**src/rtl/i2s_apb_feeder.sv**
```systemverilog
// APB master that drains a small sample FIFO into an I2S transceiver TX data register and
// injects one-shot control-word writes ahead of data. Optional counters: I2S_FEEDER_STATS_EN.
module i2s_apb_feeder #(
  parameter logic [31:0] BASE_ADDR  = 32'h0,
  parameter logic [31:0] CTRL_OFS   = 32'h0,
  parameter logic [31:0] TXDATA_OFS = 32'h4,
  parameter int          FIFO_DEPTH = 8
) (
  input  logic                        pclk,
  input  logic                        preset,
  input  logic                        s_valid,
  output logic                        s_ready,
  input  logic [31:0]                 s_data,
  input  logic                        cfg_start,
  input  logic [31:0]                 cfg_word,
  output logic                        cfg_busy,
  input  logic                        tx_full,
  output logic                        psel,
  output logic                        penable,
  output logic                        pwrite,
  output logic [31:0]                 paddr,
  output logic [31:0]                 pwdata,
  output logic [$clog2(FIFO_DEPTH):0] fifo_level
`ifdef I2S_FEEDER_STATS_EN
  ,
  output logic [15:0]                 stat_words,
  output logic [15:0]                 stat_stall
`endif
);

  localparam int AW = $clog2(FIFO_DEPTH);
  localparam int LW = AW + 1;
  localparam logic [31:0] CTRL_ADDR   = BASE_ADDR + CTRL_OFS;
  localparam logic [31:0] TXDATA_ADDR = BASE_ADDR + TXDATA_OFS;

  typedef enum logic [1:0] {
    IDLE   = 2'd0,
    SETUP  = 2'd1,
    ACCESS = 2'd2
  } state_t;

  state_t state_q, state_d;

  logic [31:0]   mem [FIFO_DEPTH];
  logic [AW-1:0] wr_ptr, rd_ptr;
  logic [LW-1:0] count;
  logic          fifo_full, fifo_empty;
  logic          push, pop;

  logic          cfg_pend;
  logic [31:0]   cfg_word_q;
  logic          cfg_accept;
  logic          cur_cfg;
  logic          sel_cfg, sel_data;

  assign fifo_full  = (count == LW'(FIFO_DEPTH));
  assign fifo_empty = (count == '0);
  assign s_ready    = !fifo_full;
  assign fifo_level = count;
  assign push       = s_valid && !fifo_full;
  assign pop        = sel_data;

  assign cfg_accept = cfg_start && !cfg_busy;

  assign psel    = (state_q != IDLE);
  assign penable = (state_q == ACCESS);
  assign pwrite  = psel;

  // Next transfer is chosen only from IDLE or on the last cycle of ACCESS.
  always_comb begin
    state_d  = state_q;
    sel_cfg  = 1'b0;
    sel_data = 1'b0;
    case (state_q)
      SETUP: state_d = ACCESS;
      IDLE, ACCESS: begin
        if (cfg_pend) begin
          state_d = SETUP;
          sel_cfg = 1'b1;
        end else if (!fifo_empty && !tx_full) begin
          state_d  = SETUP;
          sel_data = 1'b1;
        end else begin
          state_d = IDLE;
        end
      end
      default: state_d = IDLE;
    endcase
  end

  always_ff @(posedge pclk or negedge preset) begin
    if (!preset) begin
      state_q <= IDLE;
      cur_cfg <= 1'b0;
      paddr   <= '0;
      pwdata  <= '0;
    end else begin
      state_q <= state_d;
      if (sel_cfg) begin
        cur_cfg <= 1'b1;
        paddr   <= CTRL_ADDR;
        pwdata  <= cfg_word_q;
      end else if (sel_data) begin
        cur_cfg <= 1'b0;
        paddr   <= TXDATA_ADDR;
        pwdata  <= mem[rd_ptr];
      end
    end
  end

  // cfg_busy covers both the pending and the in-flight control write.
  always_ff @(posedge pclk or negedge preset) begin
    if (!preset) begin
      cfg_pend <= 1'b0;
      cfg_busy <= 1'b0;
    end else begin
      if (cfg_accept) begin
        cfg_pend <= 1'b1;
      end else if (sel_cfg) begin
        cfg_pend <= 1'b0;
      end
      if (cfg_accept) begin
        cfg_busy <= 1'b1;
      end else if (state_q == ACCESS && cur_cfg) begin
        cfg_busy <= 1'b0;
      end
    end
  end

  always_ff @(posedge pclk) begin
    if (cfg_accept) begin
      cfg_word_q <= cfg_word;
    end
    if (push) begin
      mem[wr_ptr] <= s_data;
    end
  end

  always_ff @(posedge pclk or negedge preset) begin
    if (!preset) begin
      wr_ptr <= '0;
      rd_ptr <= '0;
      count  <= '0;
    end else begin
      if (push) begin
        wr_ptr <= wr_ptr + AW'(1);
      end
      if (pop) begin
        rd_ptr <= rd_ptr + AW'(1);
      end
      case ({push, pop})
        2'b10:   count <= count + LW'(1);
        2'b01:   count <= count - LW'(1);
        default: count <= count;
      endcase
    end
  end

`ifdef I2S_FEEDER_STATS_EN
  logic stall_now;
  assign stall_now = (state_q == IDLE) && !fifo_empty && tx_full;

  always_ff @(posedge pclk or negedge preset) begin
    if (!preset) begin
      stat_words <= '0;
      stat_stall <= '0;
    end else begin
      if (state_q == ACCESS && !cur_cfg) begin
        stat_words <= stat_words + 16'd1;
      end
      if (stall_now && stat_stall != 16'hFFFF) begin
        stat_stall <= stat_stall + 16'd1;
      end
    end
  end
`endif

endmodule
```
**config.mk**
```make
export PLATFORM = sky130hd
export DESIGN_NAME = i2s_apb_feeder
export DESIGN_NICKNAME = d
export VERILOG_FILES = /design/src/rtl/i2s_apb_feeder.sv
export SDC_FILE = /design/constraint.sdc
export NUM_CORES = 1
export LEC_CHECK = 0
export CAP_MARGIN = 20
export CORE_ASPECT_RATIO = 0.75
export CORE_UTILIZATION = 36
export CTS_BUF_LIST = sky130_fd_sc_hd__clkbuf_2
export CTS_CLUSTER_DIAMETER = 80
export DETAILED_ROUTE_END_ITERATION = 8
export GPL_ROUTABILITY_DRIVEN = 0
export PLACE_DENSITY_LB_ADDON = 0.12
export SLEW_MARGIN = 10
export SYNTH_ARGS = -nofsm -noshare
export SYNTH_HDL_FRONTEND = slang
export SYNTH_SLANG_ARGS = --single-unit
```
**constraint.sdc**
```tcl
create_clock -name pclk -period 4.6 [get_ports pclk]
set_input_delay 1.38 -clock pclk [delete_from_list [all_inputs] [get_ports pclk]]
set_output_delay 1.38 -clock pclk [all_outputs]
set_load 0.05 [all_outputs]
```
* Word level (Yosys, flattened, before mapping)
Memory sizes are Yosys's and may differ from the RTL's.
Cells that the tools add are included.
W data, S select, Z words.
** Cells by class
- $add $sub $neg :: 4
- Equal/unequal tests :: 5
- Muxes and demuxes :: 21
- Reduce and logical (&&, ||, !) cells :: 16
** Operators by type and width (number)
- $mux W32 :: 4
- $mux W1 :: 15
- $reduce_bool A2 Y1 :: 5
- $pmux W4 S2 :: 1
- $add A3 B1 Y3 const B :: 2
- $add A4 B1 Y4 const B :: 1
- $eq A2 B1 Y1 const B :: 2
- $eq A2 B2 Y1 const B :: 2
- $eq A4 B4 Y1 const B :: 1
- $logic_and A1 B1 Y1 :: 4
- $logic_not A1 Y1 :: 4
- $logic_not A4 Y1 :: 1
- $pmux W2 S2 :: 1
- $sub A4 B1 Y4 const B :: 1
- $logic_not A2 Y1 :: 1
- $reduce_or A2 Y1 :: 1
** Word-level totals
- Bits in registers :: 111
- RAM bits :: 256
- Input bits :: 69
- Output and inout port bits :: 73
- Word-level logic and storage cells :: 57
- Memories :: 1
** Memories
- mem :: depth 8, bits a word 32, read ports 1, clocked after memory_dff 0, write ports 1, RTL line 44 : logic [31:0] mem [FIFO_DEPTH];

* Logic depth before layout (Yosys ltp)
- Word-level depth :: 8
- Mapped depth :: 11
- Depth with buffers taken out :: 10

* Least setup slack after synthesis
OpenSTA, ideal clock, no wires.
- Path kind :: input-to-reg
- Start point :: input s_valid
- End point :: memory mem[0][0] (enable)
- Setup time :: 0.461 ns
- Arrival :: 4.026 ns
- Required time :: 4.139 ns
- Setup slack :: 0.113 ns
- Stages :: 3
- Buffers on the path :: 0
- Path through :: nand2_1 or2_2 nor3_1
** On the way
- Word-level cells in the longest chain between the ends :: 3
** Ends and longest elaborated chain
- from (decl) :: RTL line 11 : input logic s_valid,
- $logic_and A1 B1 Y1 :: RTL line 60 : assign push = s_valid && !fifo_full;
- $mux W1 :: RTL line 134 : if (push) begin
- $mux W1 (implied by the code) :: RTL line 135 : mem[wr_ptr] <= s_data;
- to (decl) :: RTL line 44
No other way between the ends.

* Worst setup path in the final report
- Start point :: register count[1], in the netlist fifo_level[1]
- End point :: output s_ready
** On the way
- Word-level cells in the longest chain between the ends :: 2
** Ends and longest elaborated chain
- from (decl) :: RTL line 46 : logic [LW-1:0] count;
- from (signal assigned) :: RTL line 152 : 2'b10: count <= count + LW'(1);
- from (signal assigned) :: RTL line 153 : 2'b01: count <= count - LW'(1);
- from (signal assigned) :: RTL line 154 : default: count <= count;
- $eq A4 B4 Y1 :: RTL line 56 : assign fifo_full = (count == LW'(FIFO_DEPTH));
- $logic_not A1 Y1 :: RTL line 58 : assign s_ready = !fifo_full;
- to (decl) :: RTL line 12 : output logic s_ready,
No other way between the ends.

==> results.yml <==
critical_path:
  critical_path.max_stage_delay_ns: 0.77
  critPathLaunchType: "flop"
  cp_max_fo: 8
  cp_slowest_cell: "or4b_2"
  arrival_ns: 2.87
  cp_cell_sequence: "or4b_2 > clkdlybuf4s50_1"
  required_ns: 3.22
  critPathCaptureType: "primary output"
  worstSetupPathType: "flop to primary output"
yosys:
  postSynthAreaPerCell_um2: 19.33
  synth_top_area_share_pct: 67.19
  synthCells: 666
  synthDistinctLibCells: 34
  async_flop_share_pct: 14.29
  synth_edf_count: 288
  synth_flop_cell: "edfxtp_1"
  synth.most_common_cell: "edfxtp_1"
  yosys.area.top_type: "edfxtp_1"
  ys_ff_latch: 336
  synth_common_cells: "edfxtp_1, mux4_2, nand3_1"
  synth_area_leaders: "edfxtp_1, mux4_2, dfrtp_1, nand3_1, buf_4"
  seq_area_frac_synth_pct: 76.52
  yosys_warnings: 0
  synth_area_mm2: 0.01287
drt:
  first_iter_violations: 377
  ant_nets: 0
  drc_errors: 11
  wirelength_mm: 29.06
  via_per_inst: 4.898
  first_pass_iters: 9
  via_count: 6696
  wire_per_inst_um: 21.26
floorplan:
  die_w_um: 220.3
  core_mm2: 0.03492
  start_util_pct: 36.87
  io_pins: 142
  die_y_um: 165.8
  die_area_mm2: 0.03652
  rows: 59
grt:
  grt_max_degree: 43
  use_met2_pct: 25.47
  grt_use_met1_pct: 23.02
  grt_antenna_before_repair: 2
  grt_use_met3_pct: 4.359
  grt-ovfl-total: 0
  grt.busiest_layer: "met2"
  first_global_vias: 7274
  grt_first_pass_wirelength_mm: 44.08
  grt_usage_pct: 16.58
sta:
  setup_viol: 0
  fin_tns_setup_ns: 0
  worst_slew_pin_slew_ns: 1.030
  setup_slack_ns: 0.3515
  finalCritPeriodShare_pct: 92.36
  drv_slew: 0
  finClkSkew_ns: 0.05626
  relSlewSlack_pct: 31.20
  fmax_mhz: 235.4
  final-hold-violation-count: 0
  post-route-min-period_ns: 4.248
  rsz0062_at_grt: "no"
  hold_slack_ns: 0.4468
placed_design:
  dp_cells: 1217
  dp_hpwl_mm: 16.41
  port_buffers: 110
  dpl_worst_slack_ns: 0.7510
cts:
  post_cts_resized: 0
  cts_hold_buf: 0
  clk_latency_ns: 0.92
  cts_buffers: 82
  cts_setup_buffers: 0
  clkTransAtPathRegs_ns: 0.11
  h-tree-depth: 3
  cts_tree: "built"
  cts.sinks: 336
  clk_path_buf_depth: 3
  cts_root_buf: "clkbuf_2"
cells_and_area:
  stdcell_count: 1367
  layout-drive-gt1-share_pct: 26.46
  n_fill_cell: 3115
  syn2layout_area_growth_pct: 18.41
  nets: 918
power:
  peakVddDrop_v: 0.0002483
  p_leak_nw: 5.279
  p_total_mw: 9.498
  cellPowerDensity_mw_per_mm2: 623.1
flow_run:
  drv_cap: 0
status:
  status: "finished with violations"
  failed_checks: "design-rule violations"
worst_hold_path:
  hold_path.class: "flop to flop"
[registers in the layout, indices dropped and copies added (netlist names), 2 cells and up]
name / count
fifo_level: 4
wr_ptr: 3
pwdata: 32
mem: 256
state_q: 2
cfg_word_q: 32
rd_ptr: 3
[area by class of cell]
type / count / area (µm²) / share of cell area (%)
sequential: 336 / 9854 / 64.65
inverter: 1 / 3.754 / 0.02463
clock buffer: 124 / 620.6 / 4.072
antenna: 3 / 7.507 / 0.04925
timing repair buffer: 128 / 1244 / 8.160
tap: 457 / 571.8 / 3.751
clock inverter: 23 / 141.4 / 0.9276
multi-input combinational: 295 / 2799 / 18.36
[through the flow]
stage / area, µm² / utilization (%)
global route: 15240 / 43.65
floorplan: 12990 / -
finish: 15240 / 43.65
global placement: 14470 / 41.45
CTS: 15230 / 43.63
detailed placement: 14470 / 41.45
[routing by layer]
| metal | share of wire [%] | vias up |
|---|---|---|
| met4 | 1.7 | 2 |
| li1 | - | 3000 |
| met3 | 5.1 | 50 |
| met2 | 47 | 204 |
| met1 | 46 | 3440 |
| met5 | 0.058 | - |
[power by group]
| group | switching, mW | leakage [nW] | internal [mW] |
|---|---|---|---|
| registers | 0.438 | 3.20 | 3.93 |
| clock network | 1.14 | 0.592 | 0.826 |
| logic | 1.89 | 1.49 | 1.27 |
| total | 3.47 | 5.28 | 6.03 |
[worst max-delay path: cells and delay by family (launching register included)]
family | cells | cell delay [ns]
buffers and inverters | 1 | 0.74
DFF | 1 | 0.48
and+or+nand+nor | 1 | 0.77
[layout by cell type, fill, tap and decap left out, types with 5 or more instances in the layout]
master / Yosys / routed
clkinv_1: 0 / 15
conb_1: 1 / 31
inv_2: 0 / 5
nand2b_1: 6 / 5
nand2_1: 44 / 44
nand3_1: 60 / 60
nor2_4: 0 / 7
edfxtp_1: 288 / 288
clkdlybuf4s50_1: 0 / 109
dfrtp_1: 48 / 46
o21ai_0: 8 / 8
ha_1: 5 / 5
a22oi_1: 28 / 28
nor2b_1: 7 / 6
mux4_2: 64 / 64
clkbuf_2: 0 / 124
buf_4: 32 / 17
[kinds of logic (layout without fill, tap and decap cells)]
| group | Yosys count | count (layout) | synth area share (%) |
|---|---|---|---|
| buffers and inverters | 65 | 276 | 3.237 |
| multiplexers | 67 | 67 | 11.46 |
| AND/OR/NAND/NOR | 142 | 142 | 5.443 |
| AO/OA/AOI/OAI | 42 | 42 | 2.284 |
| flip-flops | 336 | 336 | 76.52 |
| XOR/XNOR | 8 | 8 | 0.5443 |
| adder cells (fa/ha/maj) | 5 | 5 | 0.4860 |
| other | 1 | 34 | 0.02913 |
[path summary, 6_finish.rpt]
path	startpoint	to	slack [ns]	cells after the start
max	fifo_level[1]	s_ready	0.35	2
min	state_q[1]	state_q[1]	0.45	1
max reg2reg	fifo_level[1]	fifo_level[2]	1.87	10
min reg2reg	state_q[1]	state_q[1]	0.45	1
max in group asynchronous	preset	pwdata[1]	3.19	2
min in group asynchronous	preset	pwdata[27]	0.56	1
(Power assumes the default switching activity.)
